$ cat src/rtl/mem_arb_pkg.sv
// Shared definitions for the main-memory port arbiter.
//   - default address/data widths and starvation limit
//   - arbiter state encoding
//   - owner encoding (which requester holds / last held the port)
package mem_arb_pkg;

    localparam int unsigned DEF_AW         = 16;
    localparam int unsigned DEF_DW         = 16;
    localparam int unsigned DEF_STARVE_MAX = 4;

    typedef enum logic [1:0] {
        StIdle  = 2'd0,
        StIssue = 2'd1,
        StResp  = 2'd2
    } arb_state_e;

    localparam logic OWN_CPU = 1'b0;
    localparam logic OWN_TR  = 1'b1;

endpackage

$ cat src/rtl/arb_starve_counter.sv
// Saturating count of consecutive arbitrations the transfer side lost to the CPU.
//   clk     in   system clock
//   rst_n   in   synchronous reset, active low
//   inc     in   transfer requested but the CPU won this arbitration
//   clr     in   transfer won, or no transfer request (clr has priority)
//   at_max  out  count has reached STARVE_MAX; transfer must win next
module arb_starve_counter #(
    parameter int unsigned STARVE_MAX = 4
) (
    input  logic clk,
    input  logic rst_n,
    input  logic inc,
    input  logic clr,
    output logic at_max
);

    localparam int unsigned CW = (STARVE_MAX < 1) ? 1 : $clog2(STARVE_MAX + 1);

    logic [CW-1:0] count_q, count_d;

    assign at_max = (count_q == CW'(STARVE_MAX));

    always_comb begin
        count_d = count_q;
        if (clr) begin
            count_d = '0;
        end else if (inc && !at_max) begin
            count_d = count_q + CW'(1);
        end
    end

    always_ff @(posedge clk) begin
        if (!rst_n) begin
            count_q <= '0;
        end else begin
            count_q <= count_d;
        end
    end

endmodule

$ cat src/rtl/mem_port_arbiter.sv
// Shares the single synchronous main-memory port between the CPU (REM/RDM path)
// and the memory/disk transfer engine. CPU has fixed priority except when a
// locked transfer burst holds the port or the transfer side has starved.
//   clk, rst_n                          clock, synchronous active-low reset
//   req_c/we_c/addr_c/wdata_c           CPU request (held until ack_c)
//   ack_c/rdata_c/wait_c                CPU completion pulse, read data, stall
//   req_t/we_t/addr_t/wdata_t/lock_t    transfer request and burst lock
//   ack_t/rdata_t                       transfer completion pulse, read data
//   mem_addr/mem_data/mem_we            registered memory command
//   mem_q                               memory read data (one cycle after address)
//   owner                               0 = CPU, 1 = transfer (last/current grant)
module mem_port_arbiter
    import mem_arb_pkg::*;
#(
    parameter int unsigned AW         = DEF_AW,
    parameter int unsigned DW         = DEF_DW,
    parameter int unsigned STARVE_MAX = DEF_STARVE_MAX
) (
    input  logic          clk,
    input  logic          rst_n,
    input  logic          req_c,
    input  logic          we_c,
    input  logic [AW-1:0] addr_c,
    input  logic [DW-1:0] wdata_c,
    output logic          ack_c,
    output logic [DW-1:0] rdata_c,
    output logic          wait_c,
    input  logic          req_t,
    input  logic          we_t,
    input  logic [AW-1:0] addr_t,
    input  logic [DW-1:0] wdata_t,
    input  logic          lock_t,
    output logic          ack_t,
    output logic [DW-1:0] rdata_t,
    output logic [AW-1:0] mem_addr,
    output logic [DW-1:0] mem_data,
    output logic          mem_we,
    input  logic [DW-1:0] mem_q,
    output logic          owner
);

    arb_state_e    state_q, state_d;
    logic          owner_q, owner_d;
    logic [AW-1:0] mem_addr_q, mem_addr_d;
    logic [DW-1:0] mem_data_q, mem_data_d;
    logic          mem_we_q, mem_we_d;

    logic in_resp;
    logic eff_req_c, eff_req_t;
    logic lock_hold;
    logic grant_c, grant_t;
    logic starve_inc, starve_clr, starve_at_max;

    arb_starve_counter #(
        .STARVE_MAX (STARVE_MAX)
    ) u_starve (
        .clk    (clk),
        .rst_n  (rst_n),
        .inc    (starve_inc),
        .clr    (starve_clr),
        .at_max (starve_at_max)
    );

    always_comb begin
        state_d    = state_q;
        owner_d    = owner_q;
        mem_addr_d = mem_addr_q;
        mem_data_d = mem_data_q;
        mem_we_d   = 1'b0;
        starve_inc = 1'b0;
        starve_clr = 1'b0;
        grant_c    = 1'b0;
        grant_t    = 1'b0;

        // The requester being acked this cycle is not re-granted in the same cycle.
        in_resp   = (state_q == StResp);
        eff_req_c = req_c & ~(in_resp & (owner_q == OWN_CPU));
        eff_req_t = req_t & ~(in_resp & (owner_q == OWN_TR));

        // A locked burst keeps the port even in the ack cycle where req_t is masked:
        // nobody is granted then, and the transfer side wins from IDLE next cycle.
        lock_hold = (owner_q == OWN_TR) & lock_t & req_t;

        if (lock_hold) begin
            grant_t = eff_req_t;
        end else if (starve_at_max && eff_req_t) begin
            grant_t = 1'b1;
        end else if (eff_req_c) begin
            grant_c = 1'b1;
        end else if (eff_req_t) begin
            grant_t = 1'b1;
        end

        unique case (state_q)
            StIdle, StResp: begin
                if (!lock_hold) begin
                    if (grant_c && eff_req_t) begin
                        starve_inc = 1'b1;
                    end else begin
                        starve_clr = 1'b1;
                    end
                end
                if (grant_c) begin
                    state_d    = StIssue;
                    owner_d    = OWN_CPU;
                    mem_addr_d = addr_c;
                    mem_data_d = wdata_c;
                    mem_we_d   = we_c;
                end else if (grant_t) begin
                    state_d    = StIssue;
                    owner_d    = OWN_TR;
                    mem_addr_d = addr_t;
                    mem_data_d = wdata_t;
                    mem_we_d   = we_t;
                end else begin
                    state_d = StIdle;
                end
            end
            StIssue: begin
                state_d = StResp;
            end
            default: begin
                state_d = StIdle;
            end
        endcase
    end

    always_ff @(posedge clk) begin
        if (!rst_n) begin
            state_q    <= StIdle;
            owner_q    <= OWN_CPU;
            mem_addr_q <= '0;
            mem_data_q <= '0;
            mem_we_q   <= 1'b0;
        end else begin
            state_q    <= state_d;
            owner_q    <= owner_d;
            mem_addr_q <= mem_addr_d;
            mem_data_q <= mem_data_d;
            mem_we_q   <= mem_we_d;
        end
    end

    // Acks decode registered state only, so wait_c has no path from req_c back to req_c.
    assign ack_c    = (state_q == StResp) & (owner_q == OWN_CPU);
    assign ack_t    = (state_q == StResp) & (owner_q == OWN_TR);
    assign wait_c   = req_c & ~ack_c;
    assign rdata_c  = mem_q;
    assign rdata_t  = mem_q;
    assign mem_addr = mem_addr_q;
    assign mem_data = mem_data_q;
    assign mem_we   = mem_we_q;
    assign owner    = owner_q;

endmodule
$ cat config.mk
export PLATFORM = sky130hd
export DESIGN_NAME = mem_port_arbiter
export DESIGN_NICKNAME = d
export VERILOG_FILES = /design/src/rtl/mem_arb_pkg.sv /design/src/rtl/arb_starve_counter.sv /design/src/rtl/mem_port_arbiter.sv
export SDC_FILE = /design/constraint.sdc
export NUM_CORES = 1
export LEC_CHECK = 0
export ABC_CLOCK_PERIOD_IN_PS = 1600
export BUFFER_PORTS_ARGS = -buffer_cell sky130_fd_sc_hd__buf_2
export CAP_MARGIN = 10
export CORE_MARGIN = 4
export CORE_UTILIZATION = 39
export DETAILED_ROUTE_END_ITERATION = 6
export GPL_ROUTABILITY_DRIVEN = 1
export HOLD_SLACK_MARGIN = 0.12
export PLACE_DENSITY = 0.75
export SYNTH_ARGS = -nofsm -noshare
export SYNTH_HDL_FRONTEND = slang
export SYNTH_SLANG_ARGS = --single-unit
$ cat constraint.sdc
create_clock -name clk -period 1.6 [get_ports clk]
set_input_delay 0.24 -clock clk [delete_from_list [all_inputs] [get_ports clk]]
set_output_delay 0.24 -clock clk [all_outputs]
set_load 0.03 [all_outputs]
==> results by stage <==
Critical path:
- The dominant delay contributor by cell family on the critical path is simple AND/OR/NAND/NOR gates.
- For the worst setup path, the data required time is 1.81 ns.
- For the worst setup path, the data arrival time is 1.81 ns.
- The largest stage delay on the critical path is 0.34 ns.
- STA classifies the critical path endpoint as a flip-flop.
- Traced cell by cell, the critical path runs through inv_2 -> ha_4 -> and2_4 -> and3b_2 -> or2_4 -> clkbuf_16 -> o221ai_2.
- In this run the worst path has a maximum fanout of 7.
- The number of buffer and inverter stages on the critical path is 2.
- The category of the critical setup timing path is flip-flop to flip-flop.
- The startpoint identified for the worst register-to-register timing path is u_starve.count_q[0].
- The most critical setup path has its startpoint at u_starve.count_q[0].
- The highest-delay cell along the critical path is dfxtp_2.
- STA classifies the critical path startpoint as a flip-flop.

Routing:
- The antenna violation net count after detailed routing is 0.
- Dividing the detail-routed wire length by the instance count gives 16.0 um.
- The via-per-instance ratio is 5.46.
- The number of detailed-routing iterations run before antenna repair is 5.
- For this run, design rule violations remaining after detail routing come to 0.
- The aggregate routed wire length is 6870 um.
- The number of vias in the routed layout is 2342.
- The iteration-0 DRC count of the detailed router is 61.

Outcome:
- The flow ran to the end, but the final reports show violations.
- The final reports fail on setup timing.

STA:
- The relative slew slack is 75.7%.
- The number of max-slew violations in the final report was 0.
- The maximum achievable frequency is 0.624 GHz.
- Setup violations remaining at the end of the flow were counted as 3.
- The final-report hold violation count was 0.
- The shortest period the worst path allows is 1.60 ns.
- Setup repair after global routing could not meet its margin everywhere.
- The fraction of the cycle the final worst path needs is 100%.
- For the pin with the worst max-slew slack, the measured transition is 0.362 ns.
- The minimum setup slack in the final design is -0.00343 ns.
- On the final layout, the worst clock skew is 0.00825 ns.

Pwr:
- The power per unit of standard cell area is 845 nW/um^2.
- The total power is 2.79 mW.
- The internal power of the cells totals 1.81 mW.
- In this run switching power makes up 35.1% of total power.
- The analysis attributes to cell leakage a power of 1.41 nW.
- Summed over all nets, the switching power comes to 977 uW.
- The sequential group share of total power is 40.4%.
- In this run, the clock network consumes 25.0% of the power.
- The part of the total power dissipated in combinational logic is 34.6%.
- The worst supply voltage drop on vdd is 0.000360 V.

Synthesis:
- The number of enable flip-flop cells after synthesis is 0.
- The most area-hungry cell type in the Yosys netlist is dfxtp_1.
- The number of nets produced by synthesis is 361.
- Synthesis handed over a netlist of 272 instances.
- The count of warnings emitted by yosys is 0.
- The synthesized design devotes to its leading area cell type 31.4% of total area.
- The top flip-flop cell by instance count after synthesis is dfxtp_1.
- The share of synthesized registers carrying an async set or reset is 0%.
- The number of distinct library cells after synthesis is 36.
- The number of storage elements in the synthesis netlist is 39.
- Summing the sequential cell areas from Yosys gives 31.4% of the chip area.
- The cell area that synthesis handed to floorplanning was 2490 sq um.
- After synthesis, the cell types taking the most area are dfxtp_1 (31%), o221ai_2 (18%), o2111ai_1 (11%), buf_4 (9.7%), nand3_1 (7.0%).
- The average instance in the mapped netlist occupies 9.14 sq um.

Global routing:
- The largest net degree at the start of global routing is 43.
- The wire length of the first global-routing pass is 10700 um.
- Summed over all layers, the global routing overflow is 0.
- The number of global-route vias before repair is 2271.
- The number of antenna violations at the first check in global routing is 0.
- For this run, the total global-route usage over all layers was measured as 17.0%.

Cells and area:
- Leaving out fill and tap cells, the most frequent cells in the layout are buf_2 (107), inv_1 (35), nand3_1 (35), dfxtp_1 (35), o221ai_2 (31).
- The post-route netlist has 54.5% of its cells at a drive strength greater than 1.
- The count of cells in the finished layout, fillers not included, comes to 429.
- The signed area change from the synthesized netlist to the final layout is 32.6%.
- The number of antenna cells inserted is 0.
- The final design utilization is 54.4%.
- The finished cells cover 3300 sq um.
- The final layout contains 442 nets.
- Leaving out fill and tap cells, the most frequent cell in the layout is buf_2.

Floorplan:
- The area of the core is 6060 sq um.
- The floorplan step set the die width to 87.9 um.
- The die covers 7720 sq um.
- The die is 87.9 um tall.
- The number of top-level design ports is 156.
- The starting density of the core is 41.0%.
- The floorplan has 28 rows.

Flow run:
- The reported max-cap violation count is 0.

Clock network:
- TritonCTS built the clock tree.
- The clock root buffer is clkbuf_8.
- The clock net sink count is 39.
- The number of buffers created by CTS is 5.
- The count of hold buffers inserted by post-cts repair is 0.
- After clock tree synthesis, the clock-pin slew on the worst setup and hold paths is 0.08 ns.
- No sink is reached through more buffers than the 2 on the longest clock path.
- For the worst-skew pair, the clock arrives at the later sink with an insertion delay of 0.29 ns.
- The H-tree depth is 2.

Min path:
- The tightest min-delay check is of the input port to flip-flop type.
- The startpoint of the most critical hold path is rst_n.

Placement:
- The total half-perimeter wirelength after legalization and detailed placement is 4660 um.
- The placed cell area is 3030 sq um.
- Buffers placed on the I/O ports in this run total 107.
- Counting tap cells, the placed design contains a total of 416 instances.
- The final weighted congestion in routability-driven placement is 0.779.
-- final timing paths --
| check | end | slack, ns | cells after the start |
|---|---|---|---|
| hold reg to reg | state_q[1] | 0.46 | 1 |
| setup / recovery | mem_addr[2] | -0.003 | 7 |
| setup reg to reg | mem_addr[2] | -0.003 | 7 |
| hold / removal | owner | 0.24 | 2 |
-- synth_stat cells, types with 4 or more instances --
cell	number
o2111ai_1	32
o221ai_2	30
dfxtp_1	39
clkbuf_1	18
buf_4	32
nand3_1	35
inv_1	37
buf_6	5
nor2_1	4
buf_2	4
-- sequential cells by signal (all words and copies together), names as in the netlist --
| name | flops |
|---|---|
| mem_addr | 16 |
| mem_data | 16 |
| mem_we | 1 |
| owner | 1 |
| state_q | 2 |
| u_starve.count_q | 3 |
-- cell families after synthesis --
logic type / count (synthesis) / share of synthesized area, %
flip-flops: 39 / 31.4
buffers and inverters: 97 / 21.2
AO/OA/AOI/OAI: 79 / 35.0
adder cells (fa/ha/maj): 2 / 1.01
AND/OR/NAND/NOR: 55 / 11.5
-- layout make-up --
cell class,instances,area (sq um)
fillers,538,2760
multi-input cells,136,1280
repair buffers,133,898
flip-flops and latches,39,788
inverters,38,145
well taps,75,93.8
clock buffers,7,86.3
clock inverters,1,5.00
-- metrics by stage --
step            TNS, ns  setup WS [ns]  hold WS (ns)
5_1_grt           -2.62         -0.111         0.242
3_3_place_gp      -1.07        -0.0509         0.457
6_report       -0.00724       -0.00343         0.243
3_5_place_dp      -1.92         -0.113         0.458
2_1_floorplan     -3.16         -0.102         0.363
4_1_cts         -0.0844        -0.0186         0.235
-- power by group through the flow --
stage / combinational (mW) / clock [mW] / sequential, mW
floorplan: 0.543 / 0 / 1.32
global placement: 0.888 / 0 / 1.14
detailed placement: 0.899 / 0 / 1.15
CTS: 0.914 / 0.726 / 1.13
global route: 1.04 / 0.757 / 1.14
finish: 0.966 / 0.697 / 1.12
-- routing by layer --
metal / routed length (um) / global-route usage [%]
met1: 2730 / 19.8
met2: 3650 / 31.5
met3: 479 / 3.95
met4: 16 / 3.63
met5: 0 / 0
-- timing repair --
item                                    in CTS  in global routing
gates cloned                                 0                  4
resized for setup                            7                 13
endpoints found under the setup margin      34                 38
pin swaps                                    0                  7
setup buffers                                0                  1
-- worst reg2reg max path, stage by stage, from the launching register on --
cell and delay [ns]:
dfxtp_2 0.34, inv_2 0.05, ha_4 0.15, and2_4 0.15
and3b_2 0.21, or2_4 0.32, clkbuf_16 0.19, o221ai_2 0.12
Note: power is estimated with default switching activity, not from simulation.
